--- src/rtl/result_bram_to_stream.sv ---
// ============================================================================
//  Module   : result_bram_to_stream
//  Purpose  : Reads 16-bit results packed 16 per 256-bit BRAM line and streams
//             them out with valid/ready. Optional statistics counters are
//             enabled by defining RESULT_BRAM_TO_STREAM_STATS_EN.
//  Revision : 1.0 - initial release
// ============================================================================
`default_nettype none

module result_bram_to_stream (
  input  logic          i_clk,
  input  logic          i_reset_n,
  input  logic          i_clear,
  input  logic [12:0]   i_wr_ptr,
  output logic [12:0]   o_rd_ptr,
  output logic          o_bram_rd_en,
  output logic [8:0]    o_bram_rd_addr,
  input  logic [255:0]  i_bram_rd_data,
  output logic [15:0]   o_result_data,
  output logic          o_result_valid,
  input  logic          i_result_ready,
  output logic [13:0]   o_used_entries,
  output logic          o_empty
`ifdef RESULT_BRAM_TO_STREAM_STATS_EN
  ,
  output logic [31:0]   o_pop_count,
  output logic [15:0]   o_refetch_count
`endif
);

  localparam logic [4:0] FULL_LINE = 5'd16;

  typedef enum logic [1:0] {
    ST_IDLE  = 2'd0,
    ST_FETCH = 2'd1,
    ST_WAIT  = 2'd2,
    ST_OUT   = 2'd3
  } state_t;

  state_t        state_q, state_d;
  logic [12:0]   rd_ptr_q, rd_ptr_d;
  logic [255:0]  line_buf_q, line_buf_d;
  logic [4:0]    lane_lim_q, lane_lim_d;

  logic [12:0]   used;
  logic [12:0]   rd_ptr_inc;
  logic          pop;
  logic          limit_refetch;

  assign used           = i_wr_ptr - rd_ptr_q;
  assign o_used_entries = {1'b0, used};
  assign o_empty        = (used == 13'd0);
  assign o_rd_ptr       = rd_ptr_q;
  assign o_bram_rd_en   = (state_q == ST_FETCH);
  assign o_bram_rd_addr = rd_ptr_q[12:4];
  assign o_result_valid = (state_q == ST_OUT);
  assign o_result_data  = line_buf_q[{rd_ptr_q[3:0], 4'b0000} +: 16];
  assign pop            = o_result_valid && i_result_ready;
  assign rd_ptr_inc     = rd_ptr_q + 13'd1;

  always_comb begin
    state_d       = state_q;
    rd_ptr_d      = rd_ptr_q;
    line_buf_d    = line_buf_q;
    lane_lim_d    = lane_lim_q;
    limit_refetch = 1'b0;
    if (i_clear) begin
      // Clear overrides everything, including a pop in this same cycle.
      rd_ptr_d = i_wr_ptr;
      state_d  = ST_IDLE;
    end else begin
      unique case (state_q)
        ST_IDLE: begin
          if (!o_empty) state_d = ST_FETCH;
        end
        ST_FETCH: begin
          // A line shared with the producer is only trusted up to its write lane.
          lane_lim_d = (i_wr_ptr[12:4] == rd_ptr_q[12:4]) ? {1'b0, i_wr_ptr[3:0]} : FULL_LINE;
          state_d    = ST_WAIT;
        end
        ST_WAIT: begin
          line_buf_d = i_bram_rd_data;
          state_d    = ST_OUT;
        end
        ST_OUT: begin
          if (pop) begin
            rd_ptr_d = rd_ptr_inc;
            if (rd_ptr_inc == i_wr_ptr) begin
              state_d = ST_IDLE;
            end else if (rd_ptr_inc[3:0] == 4'd0) begin
              state_d = ST_FETCH;
            end else if ({1'b0, rd_ptr_inc[3:0]} >= lane_lim_q) begin
              state_d       = ST_FETCH;
              limit_refetch = 1'b1;
            end
          end
        end
        default: state_d = ST_IDLE;
      endcase
    end
  end

  always_ff @(posedge i_clk or negedge i_reset_n) begin
    if (!i_reset_n) begin
      state_q    <= ST_IDLE;
      rd_ptr_q   <= 13'd0;
      line_buf_q <= 256'd0;
      lane_lim_q <= 5'd0;
    end else begin
      state_q    <= state_d;
      rd_ptr_q   <= rd_ptr_d;
      line_buf_q <= line_buf_d;
      lane_lim_q <= lane_lim_d;
    end
  end

`ifdef RESULT_BRAM_TO_STREAM_STATS_EN
  logic [31:0] pop_count_q, pop_count_d;
  logic [15:0] refetch_count_q, refetch_count_d;

  always_comb begin
    pop_count_d     = pop_count_q;
    refetch_count_d = refetch_count_q;
    if (i_clear) begin
      pop_count_d = 32'd0;
    end else if (pop && (pop_count_q != 32'hFFFF_FFFF)) begin
      pop_count_d = pop_count_q + 32'd1;
    end
    if (limit_refetch && (refetch_count_q != 16'hFFFF)) begin
      refetch_count_d = refetch_count_q + 16'd1;
    end
  end

  always_ff @(posedge i_clk or negedge i_reset_n) begin
    if (!i_reset_n) begin
      pop_count_q     <= 32'd0;
      refetch_count_q <= 16'd0;
    end else begin
      pop_count_q     <= pop_count_d;
      refetch_count_q <= refetch_count_d;
    end
  end

  assign o_pop_count     = pop_count_q;
  assign o_refetch_count = refetch_count_q;
`endif

endmodule

`default_nettype wire

--- config.mk ---
export PLATFORM = sky130hd
export DESIGN_NAME = result_bram_to_stream
export DESIGN_NICKNAME = d
export VERILOG_FILES = /design/src/rtl/result_bram_to_stream.sv
export SDC_FILE = /design/constraint.sdc
export NUM_CORES = 1
export LEC_CHECK = 0
export ABC_AREA = 1
export CAP_MARGIN = 20
export CORE_MARGIN = 2
export CORE_UTILIZATION = 51
export CTS_CLUSTER_SIZE = 8
export DETAILED_ROUTE_END_ITERATION = 12
export HOLD_SLACK_MARGIN = 0.1
export PLACE_DENSITY = 0.79
export SYNTH_ARGS = -nofsm -noshare
export SYNTH_HDL_FRONTEND = slang
export SYNTH_SLANG_ARGS = --single-unit
--- constraint.sdc ---
create_clock -name i_clk -period 3.78 [get_ports i_clk]
set_clock_uncertainty 0.1 [all_clocks]
set_input_delay 1.134 -clock i_clk [delete_from_list [all_inputs] [get_ports i_clk]]
set_output_delay 1.134 -clock i_clk [all_outputs]
set_load 0.01 [all_outputs]
==> flow_summary.json <==
{
  "status": "complete, but fails checks",
  "violations": "setup timing",
  "cap_violations": 0,
  "final_cell_mix": "clkdlybuf4s50_1 (286), dfrtp_1 (274), mux2_2 (256), nand2_1 (216), buf_4 (103)",
  "cts_tree": "yes",
  "dieWidth_um": 170,
  "critPathLaunch": "i_wr_ptr[0]",
  "clock_sinks": 276,
  "finalHoldViolCount": 0,
  "place_ws_ps": -1280,
  "power_density_nw_per_um2": 656,
  "clock_latency_ps": 520,
  "cts.clk_slew.worst_paths_ps": 50,
  "final_layout_size_suffix_gt1_frac": 0.328,
  "grt_pass1_wl_um": 72000,
  "rsz0062_at_grt": "yes",
  "cp_top_family": "simple AND/OR/NAND/NOR gates",
  "holdWs_ps": 389,
  "ys_ff_latch": 276,
  "drv_slew": 0,
  "final_common_cell": "clkdlybuf4s50_1",
  "port_buffers": 326,
  "grtUsageTotal": 0.330,
  "slowest_stage": "fa_2",
  "ant_nets": 0,
  "rows": 60,
  "vias": 12533,
  "grt_pass1_vias": 12887,
  "drt_pre_antenna_iters": 5,
  "critical_path.max_fanout": 3,
  "p_clk_frac": 0.235,
  "avgSynthCellArea_sq_um": 10.1,
  "power_frac_seq": 0.390,
  "dieArea_sq_um": 28900,
  "cts_hold_buf": 0,
  "clockBufferDepth": 3,
  "switchingPower_uw": 4320,
  "syn_nets": 1694,
  "nNetsFinal": 2107,
  "yosys_warnings": 0,
  "switching_share": 0.325,
  "finalSetupViolations": 4,
  "required_ps": 2550,
  "drt_iter0_drc": 974,
  "pin_count": 328,
  "leakage_uw": 0.00907,
  "combPwrFrac": 0.375,
  "cp_cell_sequence": "buf_12, inv_12, ha_4, fa_2, inv_4, nand2_2, nand2_2, nand3_2, nand2_2, nand3_2, nor2_2, nand2_2, nor4_4, buf_2",
  "vias_per_cell": 5.79,
  "setup_slack_ps": -367,
  "grt_max_degree": 79,
  "coreArea_sq_um": 27000,
  "yosysUniqueCellTypes": 38,
  "htree_levels": 2,
  "p_int_uw": 8980,
  "ys_seq_area_frac": 0.491,
  "path_class": "input pin to output port",
  "cts-root-buf": "clkbuf_16",
  "die_y_um": 170,
  "wire_per_inst_um": 22.2,
  "crit_buf_inv": 4,
  "cpMostUsedCell": "nand2_2",
  "hp-class": "input pin to asynchronous set/reset pin",
  "grt-ovfl-total": 0,
  "wl_um": 48100,
  "cts_buffers": 40,
  "max_freq_mhz": 241,
  "end_kind": "output port",
  "syn_inst": 1398,
  "rr_startpoint": "o_rd_ptr[1]$_DFFE_PN0P_",
  "dpl.hpwl_um": 33600,
  "fin_crit_ps": 4150,
  "gp_congestion": 0.901,
  "startpoint_type": "input pin",
  "worstPathArrival_ps": 2910,
  "critPathMaxStageDelay_ps": 430,
  "syn_area_sq_um": 14100,
  "syn2layout_area_growth_pct": 44.2,
  "route.detailed.drc": 0,
  "initial_core_util": 0.520,
  "period_share": 1.10,
  "antenna_found_initial": 11,
  "max-vdd-ir-drop_mv": 0.421
}
-- worst paths after layout --
kind                                                    to  slack [ps]  cells after the start
min in group i_clk               lane_lim_q[0]$_DFFE_PN0P_         390                      2
max in group asynchronous       line_buf_q[64]$_DFFE_PN0P_        2360                      2
worst min register to register   lane_lim_q[0]$_DFFE_PN0P_         390                      2
worst min-delay path             line_buf_q[9]$_DFFE_PN0P_         390                      1
worst max-delay path                               o_empty        -370                     14
worst max register to register      state_q[1]$_DFFE_PN0P_         850                     15
-- sequential cells by signal (all words and copies together) (netlist names) --
| signal | cells |
|---|---|
| line_buf_q | 256 |
| o_rd_ptr | 13 |
| lane_lim_q | 5 |
| state_q | 2 |
-- per-layer routing --
metal | global-route usage | routed length (um) | vias to the layer above | share of wire
met3 | 0.0886 | 4140 | 141 | 0.086
met1 | 0.383 | 17500 | 6157 | 0.36
met4 | 0.162 | 2460 | 10 | 0.051
met5 | 0 | 61 | - | 0.0013
met2 | 0.566 | 23900 | 594 | 0.50
li1 | - | - | 5631 | -
-- metrics by stage --
stage	util	instance area (sq um)	setup TNS, ps	power, uW	cells
final	0.750	20300	-757	13300	2163
after global routing	0.750	20300	-1130	14000	2161
after CTS	0.744	20100	-684	13200	2152
after detailed placement	0.680	18400	-10690	9780	2086
after global placement	0.680	18400	-10140	9540	2086
after floorplan	-	14100	-46.3	7820	1398
-- what timing repair did --
item / in CTS / in global routing
buffers inserted: 16 / 7
pin swaps: 52 / 53
resized for setup: 224 / 74
setup endpoints to repair: 30 / 26
gates cloned: 4 / 1
-- logic make-up (layout without fill, tap and decap cells) --
logic type | Yosys count | count (layout) | synth area share
muxes | 256 | 256 | 0.205
buffers and inverters | 176 | 593 | 0.0532
adders and majority gates | 23 | 23 | 0.0210
xor gates and xnor gates | 7 | 7 | 0.00641
and+or+nand+nor | 464 | 464 | 0.139
DFF | 276 | 276 | 0.491
other | 1 | 8 | 0.000267
AOI/OAI and AO/OA | 195 | 195 | 0.0832
-- power by group through the flow --
stage          Clock (uW)  Sequential (uW)  Combinational, uW
2_1_floorplan           0             4920               2900
3_3_place_gp            0             5090               4450
3_5_place_dp            0             5170               4600
4_1_cts              3160             5150               4870
5_1_grt              3300             5330               5360
6_report             3120             5180               4990
-- final cells by class --
class	instances	area (sq um)
repair buffers	461	4530
diodes	7	17.5
inverters	86	354
clock buffers	42	1010
fillers	1875	6760
clock inverters	4	50.0
well taps	341	427
flip-flops and latches	276	6910
multi-input cells	946	6970
-- cell usage after synthesis --
cell type,count,area [sq um]
o211ai_1,1,7.51
nand3_1,72,360
inv_1,82,308
nand3b_1,1,7.51
nor2_1,98,368
dfrtp_1,276,6910
nor4_1,1,6.26
nand2_4,1,11.3
and2_1,2,12.5
nand2_2,1,6.26
nand4_1,27,169
xnor3_2,1,23.8
a221oi_1,15,131
xnor3_1,1,22.5
mux2_2,256,2880
o22ai_1,19,119
clkinv_1,2,7.51
xnor2_1,2,17.5
nor3_1,1,5.00
o21ai_1,3,15.0
a21boi_0,1,7.51
xor2_1,3,26.3
clkbuf_1,37,139
a21oi_1,39,195
fa_1,1,20.0
o221ai_1,28,245
nor2_8,1,20.0
inv_2,2,7.51
ha_1,22,275
buf_1,5,18.8
o21ai_0,88,440
o21a_1,1,7.51
buf_2,37,185
nand2_1,254,953
nor2_2,3,18.8
nand3_2,2,20.0
buf_4,11,82.6
conb_1,1,3.75
-- worst register-to-register path: stages (launching register included) --
cell and delay, ps:
dfrtp_2 500, buf_6 280, ha_1 350, nand2_1 190, nand2_1 220, nor2_1 60, nor2_1 80, nand3_1 70
nor2_1 270, nand3_1 130, nor2_1 110, nand2_1 120, nand2_1 100, nand3_2 100, nand2_1 80, o21ai_1 60
No activity file was read; power rests on OpenSTA's default activity.
